<file path="src/rtl/fetch_ctrl.sv">
// fetch_ctrl: instruction fetch controller between the PC register, the
// instruction bus and the fetch-to-decode register.
//
// Ports:
//   clk, reset          clock and synchronous active-high reset
//   pc                  current fetch PC (to pcselect)
//   pcplus4             pc+4 from pcselect, combinational from pc
//   ireq_valid/addr     instruction-bus request
//   iresp_data_ok/data  instruction-bus response, completes the request
//   redirect_valid/pc   one-cycle branch/exception redirect
//   f_valid/pc/instr    fetch-to-decode register
//   d_ready             decode accepts f_* this cycle
//
// state   | meaning
// --------+------------------------------------------------------------
// FETCH   | request at pc outstanding on the bus
// HOLD    | fetched word parked in hold buffer, decode slot full, no request
// DISCARD | request abandoned by a redirect, waiting to drop its response
module fetch_ctrl #(
  parameter logic [63:0] RESET_PC = 64'h8000_0000
) (
  input  logic        clk,
  input  logic        reset,
  output logic [63:0] pc,
  input  logic [63:0] pcplus4,
  output logic        ireq_valid,
  output logic [63:0] ireq_addr,
  input  logic        iresp_data_ok,
  input  logic [31:0] iresp_data,
  input  logic        redirect_valid,
  input  logic [63:0] redirect_pc,
  output logic        f_valid,
  output logic [63:0] f_pc,
  output logic [31:0] f_instr,
  input  logic        d_ready
);

  typedef enum logic [1:0] {
    FETCH   = 2'd0,
    HOLD    = 2'd1,
    DISCARD = 2'd2
  } state_t;

  state_t      state;
  logic [63:0] hold_pc;
  logic [31:0] hold_instr;
  logic [63:0] saved_addr;
  logic        slot_free;

  assign slot_free = !f_valid || d_ready;

  // Gated with reset so no request is ever visible in a reset cycle.
  assign ireq_valid = !reset && (state != HOLD);

  // DISCARD keeps presenting the abandoned address: the bus requires the
  // address to stay put until the response arrives.
  assign ireq_addr = (state == DISCARD) ? saved_addr : pc;

  always_ff @(posedge clk) begin
    if (reset) begin
      state      <= FETCH;
      pc         <= RESET_PC;
      f_valid    <= 1'b0;
      f_pc       <= '0;
      f_instr    <= '0;
      hold_pc    <= '0;
      hold_instr <= '0;
      saved_addr <= '0;
    end else if (redirect_valid) begin
      // Redirect wins over everything: whatever was fetched or buffered is
      // dropped; only the outstanding bus request needs bookkeeping.
      f_valid <= 1'b0;
      pc      <= redirect_pc;
      case (state)
        FETCH: begin
          if (!iresp_data_ok) begin
            saved_addr <= pc;
            state      <= DISCARD;
          end
        end
        HOLD:    state <= FETCH;
        DISCARD: if (iresp_data_ok) state <= FETCH;
        default: state <= FETCH;
      endcase
    end else begin
      case (state)
        FETCH: begin
          if (iresp_data_ok) begin
            if (slot_free) begin
              f_valid <= 1'b1;
              f_pc    <= pc;
              f_instr <= iresp_data;
              pc      <= pcplus4;
            end else begin
              // pc is held so pcplus4 is still correct when the buffer drains.
              hold_pc    <= pc;
              hold_instr <= iresp_data;
              state      <= HOLD;
            end
          end else if (d_ready) begin
            f_valid <= 1'b0;
          end
        end
        HOLD: begin
          if (d_ready) begin
            f_valid <= 1'b1;
            f_pc    <= hold_pc;
            f_instr <= hold_instr;
            pc      <= pcplus4;
            state   <= FETCH;
          end
        end
        DISCARD: begin
          if (iresp_data_ok) state <= FETCH;
        end
        default: state <= FETCH;
      endcase
    end
  end

endmodule

</file>
<file path="config.mk">
export PLATFORM = sky130hd
export DESIGN_NAME = fetch_ctrl
export DESIGN_NICKNAME = d
export VERILOG_FILES = /design/src/rtl/fetch_ctrl.sv
export SDC_FILE = /design/constraint.sdc
export NUM_CORES = 1
export LEC_CHECK = 0
export CAP_MARGIN = 20
export CORE_ASPECT_RATIO = 1.2
export CORE_UTILIZATION = 50
export DETAILED_ROUTE_END_ITERATION = 16
export GPL_TIMING_DRIVEN = 0
export HOLD_SLACK_MARGIN = 0.12
export PLACE_DENSITY = 0.82
export SLEW_MARGIN = 0
export SYNTH_ARGS = -nofsm -noshare
export SYNTH_HDL_FRONTEND = slang
export SYNTH_SLANG_ARGS = --single-unit
export TNS_END_PERCENT = 100
</file>
<file path="constraint.sdc">
create_clock -name clk -period 3.01 [get_ports clk]
set_input_delay 0.301 -clock clk [delete_from_list [all_inputs] [get_ports clk]]
set_output_delay 0.301 -clock clk [all_outputs]
set_load 0.1 [all_outputs]
</file>
# --- Word-level counts from Yosys, hierarchy flattened ---
# Cells that the tools add are included.
op_classes:
  n_eq_ne: 13
  mux: 27
  n_bitwise: 3
  reduce_logical: 14
op_table:
  columns: ["operator", "n"]
  rows:
  - ["2-to-1 mux 64 bit", 8]
  - ["case mux 64 bit (2 select lines)", 2]
  - ["2-to-1 mux 32 bit", 3]
  - ["case mux 32 bit (2 select lines)", 1]
  - ["!= test 3 bit (second input constant)", 7]
  - ["AND reduction 4 bit", 4]
  - ["2-to-1 mux 2 bit", 6]
  - ["!= test 2 bit (second input constant)", 3]
  - ["case mux 2 bit (3 select lines)", 1]
  - ["AND reduction 5 bit", 1]
  - ["2-to-1 mux 1 bit", 4]
  - ["case mux 2 bit (2 select lines)", 1]
  - ["inverter 1 bit", 3]
  - ["AND reduction 3 bit", 1]
  - ["nonzero test 3 bit", 1]
  - ["== test 2 x 1 -> 1 bit (second input constant)", 1]
  - ["== test 2 bit (second input constant)", 1]
  - ["logical NOT 1 bit", 2]
  - ["logical NOT 2 bit", 1]
  - ["!= test 2 x 1 -> 1 bit (second input constant)", 1]
  - ["case mux 1 bit (2 select lines)", 1]
  - ["nonzero test 2 bit", 1]
  - ["OR reduction 2 bit", 1]
  - ["logical AND 1 bit", 1]
  - ["logical OR 1 bit", 1]
totals:
  reg_bits: 323
  in_bits: 165
  output_inout_bits: 226
  word_cells: 65

# --- Depth between registers and ports, before layout ---
logic_depth:
  ltp_word: 6
  ltp_mapped: 8
  ltp_nobuf: 3

# --- Worst setup path before layout ---
# No wires, ideal clock.
synth_path:
  kind: "in2out"
  from: "in reset"
  to: "out ireq_valid"
  t_arrival_ns: 2.326
  required_ns: 2.709
  setup_slack_ns: 0.383
  cell_stages: 5
  path_buffers: 4
  cell_sequence: "buf_2 buf_1 clkbuf_1 clkbuf_1 nor2_1"
synth_between:
  elab_chain_cells: 2
synth_rtl:
  columns: ["item", "line_no", "source"]
  rows:
  - ["from (decl)", "23", "input logic reset,"]
  - ["logical NOT 1 bit", "53", "assign ireq_valid = !reset && (state != HOLD);"]
  - ["logical AND 1 bit", "53", null]
  - ["to (decl)", "26", "output logic ireq_valid,"]
# Every way passes these cells.

# --- Worst setup path in the final report ---
layout_path:
  from: "reg state[1]"
  to: "out ireq_addr[0]"
layout_between:
  elab_chain_cells: 2
layout_rtl:
  columns: ["item", "line_no", "source"]
  rows:
  - ["from (decl)", "44", "state_t state;"]
  - ["from (signal assigned)", "61", "state <= FETCH;"]
  - ["from (signal assigned)", "78", "state <= DISCARD;"]
  - ["from (signal assigned)", "81", "HOLD: state <= FETCH;"]
  - ["== test 2 bit", "57", "assign ireq_addr = (state == DISCARD) ? saved_addr : pc;"]
  - ["2-to-1 mux 64 bit", "57", null]
  - ["to (decl)", "27", "output logic [63:0] ireq_addr,"]
# Every way passes these cells.

==> flow_summary.ini <==
[status]
status = finished, final reports clean

[route]
dr.pass1.iters = 6
drtAntennaViolNets = 0
wl_um = 47900
num_vias = 14000
drc_errors = 0
avgRoutedWirePerCell_um = 19.6
drt-initial-drc-count = 920
viasPerCell = 5.74

[cells_and_area]
instances_no_fill = 2441
fin_nets = 2196
final_util_pct = 70.1
synthToLayoutAreaGrowth_pct = 37.5
final_cell_mix = dfxtp_1, clkdlybuf4s50_1, mux2i_1, a21oi_1, nand2_1
drive_gt1_share_pct = 15.3
fill_cells = 2238

[grt]
grt-ovfl-total = 0
grt_pass1_vias = 13800
grt_first_pass_wirelength_um = 72900
grt_util_all_layers_pct = 30.8
grt_max_degree = 20
grt_antenna_before_repair = 1

[timing]
fin_crit_sh_pct = 98.0
rsz0062_at_grt = no
tightest_slew_ps = 1140
fin_crit_ps = 2950
skew_ps = 18.3
hold_ws_ps = 352
final-setup-viol-count = 0
timing.fmax_mhz = 339
hold_violations = 0
slew_headroom_pct = 23.6
fin_tns_setup_ps = 0
drv_slew = 0

[power]
p_per_area_nw_per_um2 = 612
power_leakage_nw = 7.10
vdd_drop_max_v = 0.000341
p_total_mw = 12.4

[die]
core_um2 = 28800
dieArea_um2 = 30100
fp.dieW_um = 159
rows = 68
start_util_pct = 51.0
ios = 391
die_h_um = 190

[synth]
synth_flop_cell = dfxtp_1
synthMuxAreaShare_pct = 20.7
synthSimpleGateAreaFrac_pct = 11.5
yosysWarnings = 0
synth_seq_cells = 323
seq_area_frac_synth_pct = 44.0
synth_top_family_by_area = multiplexers
synthAdderAreaFrac_pct = 0
synth_xor_area_share_pct = 0
synth_nets = 1773
synth.distinct_cells = 32
synth_compound_gate_area_share_pct = 18.2
async_flop_share_pct = 0
synthCells = 1608
synth_area_um2 = 14700
avgSynthCellArea_um2 = 9.14
synth_edf_count = 0

[cts]
cts_hold_buffers = 0
clock-root-buffer = clkbuf_16
clk_pin_slew_ps = 60
htree_levels = 1
cts.sinks = 323
cts_tree = done
clock_latency_ps = 560
clk_path_buf_depth = 3
cts-buffers-inserted = 31

[place]
dp.cells = 2381
io_buffer_count = 388
gp_congestion = 0.879
hpwl_um = 34900

[setup_path]
crit_type = reg2out
setup.worst_path.start = state[1]
path_max_fanout = 7
startpoint_type = flop
critPathArrivalTime_ps = 2650
cp-end-kind = output port
r2r-start = state[0]
crit_required_ps = 2710

[hold_path]
hold_start = iresp_data[5]
hold_path.class = in2reg

[flow_run]
maxCapViolCount = 0
## critical path, stage by stage (launching register included)
cell	delay, ps
dfxtp_1	490
inv_1	190
nor2_4	170
buf_4	180
mux2_2	150
dlygate4sd2_1	920
## what timing repair did
item                                    CTS  global route
pin swaps                                 1             0
gates resized for setup                 189            32
buffers inserted                          3             0
endpoints found under the setup margin   65            16
## cells by family (layout without fill, tap and decap cells)
kind of cell | Yosys count | after routing
muxes | 288 | 288
AOI/OAI and AO/OA | 454 | 454
DFF | 323 | 323
other | 0 | 1
buffers and inverters | 177 | 624
and+or+nand+nor | 366 | 366
## where the power goes
group          switching (mW)  leakage [nW]  internal [mW]
clock                    1.69         0.557           2.59
combinational            2.48          3.91          0.932
sequential              0.203          2.64           4.47
total                    4.37          7.10           8.00
## metrics by stage
stage          setup slack (ps)  cell area, um^2
5_1_grt                   0.787            20200
4_1_cts                    98.7            20300
6_report                   60.8            20200
2_1_floorplan               383            14700
3_5_place_dp               -876            19100
3_3_place_gp               -792            19100
## synthesized netlist by cell type (2+ instances only)
master / instances / area share, %
nor2_1: 65 / 1.7
buf_1: 7 / 0.18
nor3_1: 2 / 0.068
mux2_2: 125 / 9.6
buf_4: 3 / 0.15
mux2i_1: 160 / 11
a211oi_2: 2 / 0.17
buf_6: 12 / 0.92
nand2_1: 129 / 3.3
buf_2: 47 / 1.6
o21ai_0: 97 / 3.3
inv_1: 2 / 0.051
clkbuf_1: 105 / 2.7
a211oi_1: 96 / 4.9
a21oi_1: 160 / 5.4
nand3_1: 96 / 3.3
dfxtp_1: 323 / 44
nor2b_1: 65 / 2.8
nor2_2: 2 / 0.085
a31oi_1: 96 / 4.1
mux2_1: 3 / 0.23
## area by class of cell
class                   count  area, um^2  area share (%)
inverters                   2        7.51          0.0371
repair buffers            391        3890            19.2
clock inverters            17         246            1.22
well taps                 385         482            2.38
diodes                      1        2.50          0.0124
multi-input cells        1108        7410            36.7
clock buffers              40         890            4.40
plain buffers             174         818            4.05
flip-flops and latches    323        6470            32.0
## registers in the layout (all words and copies together), names as in the netlist
register	flops
hold_pc	64
f_pc	64
hold_instr	32
state	2
f_instr	32
f_valid	1
pc	64
saved_addr	64
## metal layers
layer | global-route usage (%) | vias to the layer above | wire (um)
li1 | - | 6623 | -
met1 | 36.0 | 6682 | 18500
met2 | 54.0 | 570 | 23900
met3 | 5.38 | 144 | 3240
met4 | 14.5 | 0 | 2290
met5 | 0 | - | 0
## path summary, 6_finish.rpt
kind         slack [ps]            end  cells past startpoint
min                 350  hold_instr[5]                      3
max                  60   ireq_addr[0]                      5
min reg2reg         450  saved_addr[1]                      2
max reg2reg         790    hold_pc[41]                      6
No activity file was read; power rests on OpenSTA's default activity.
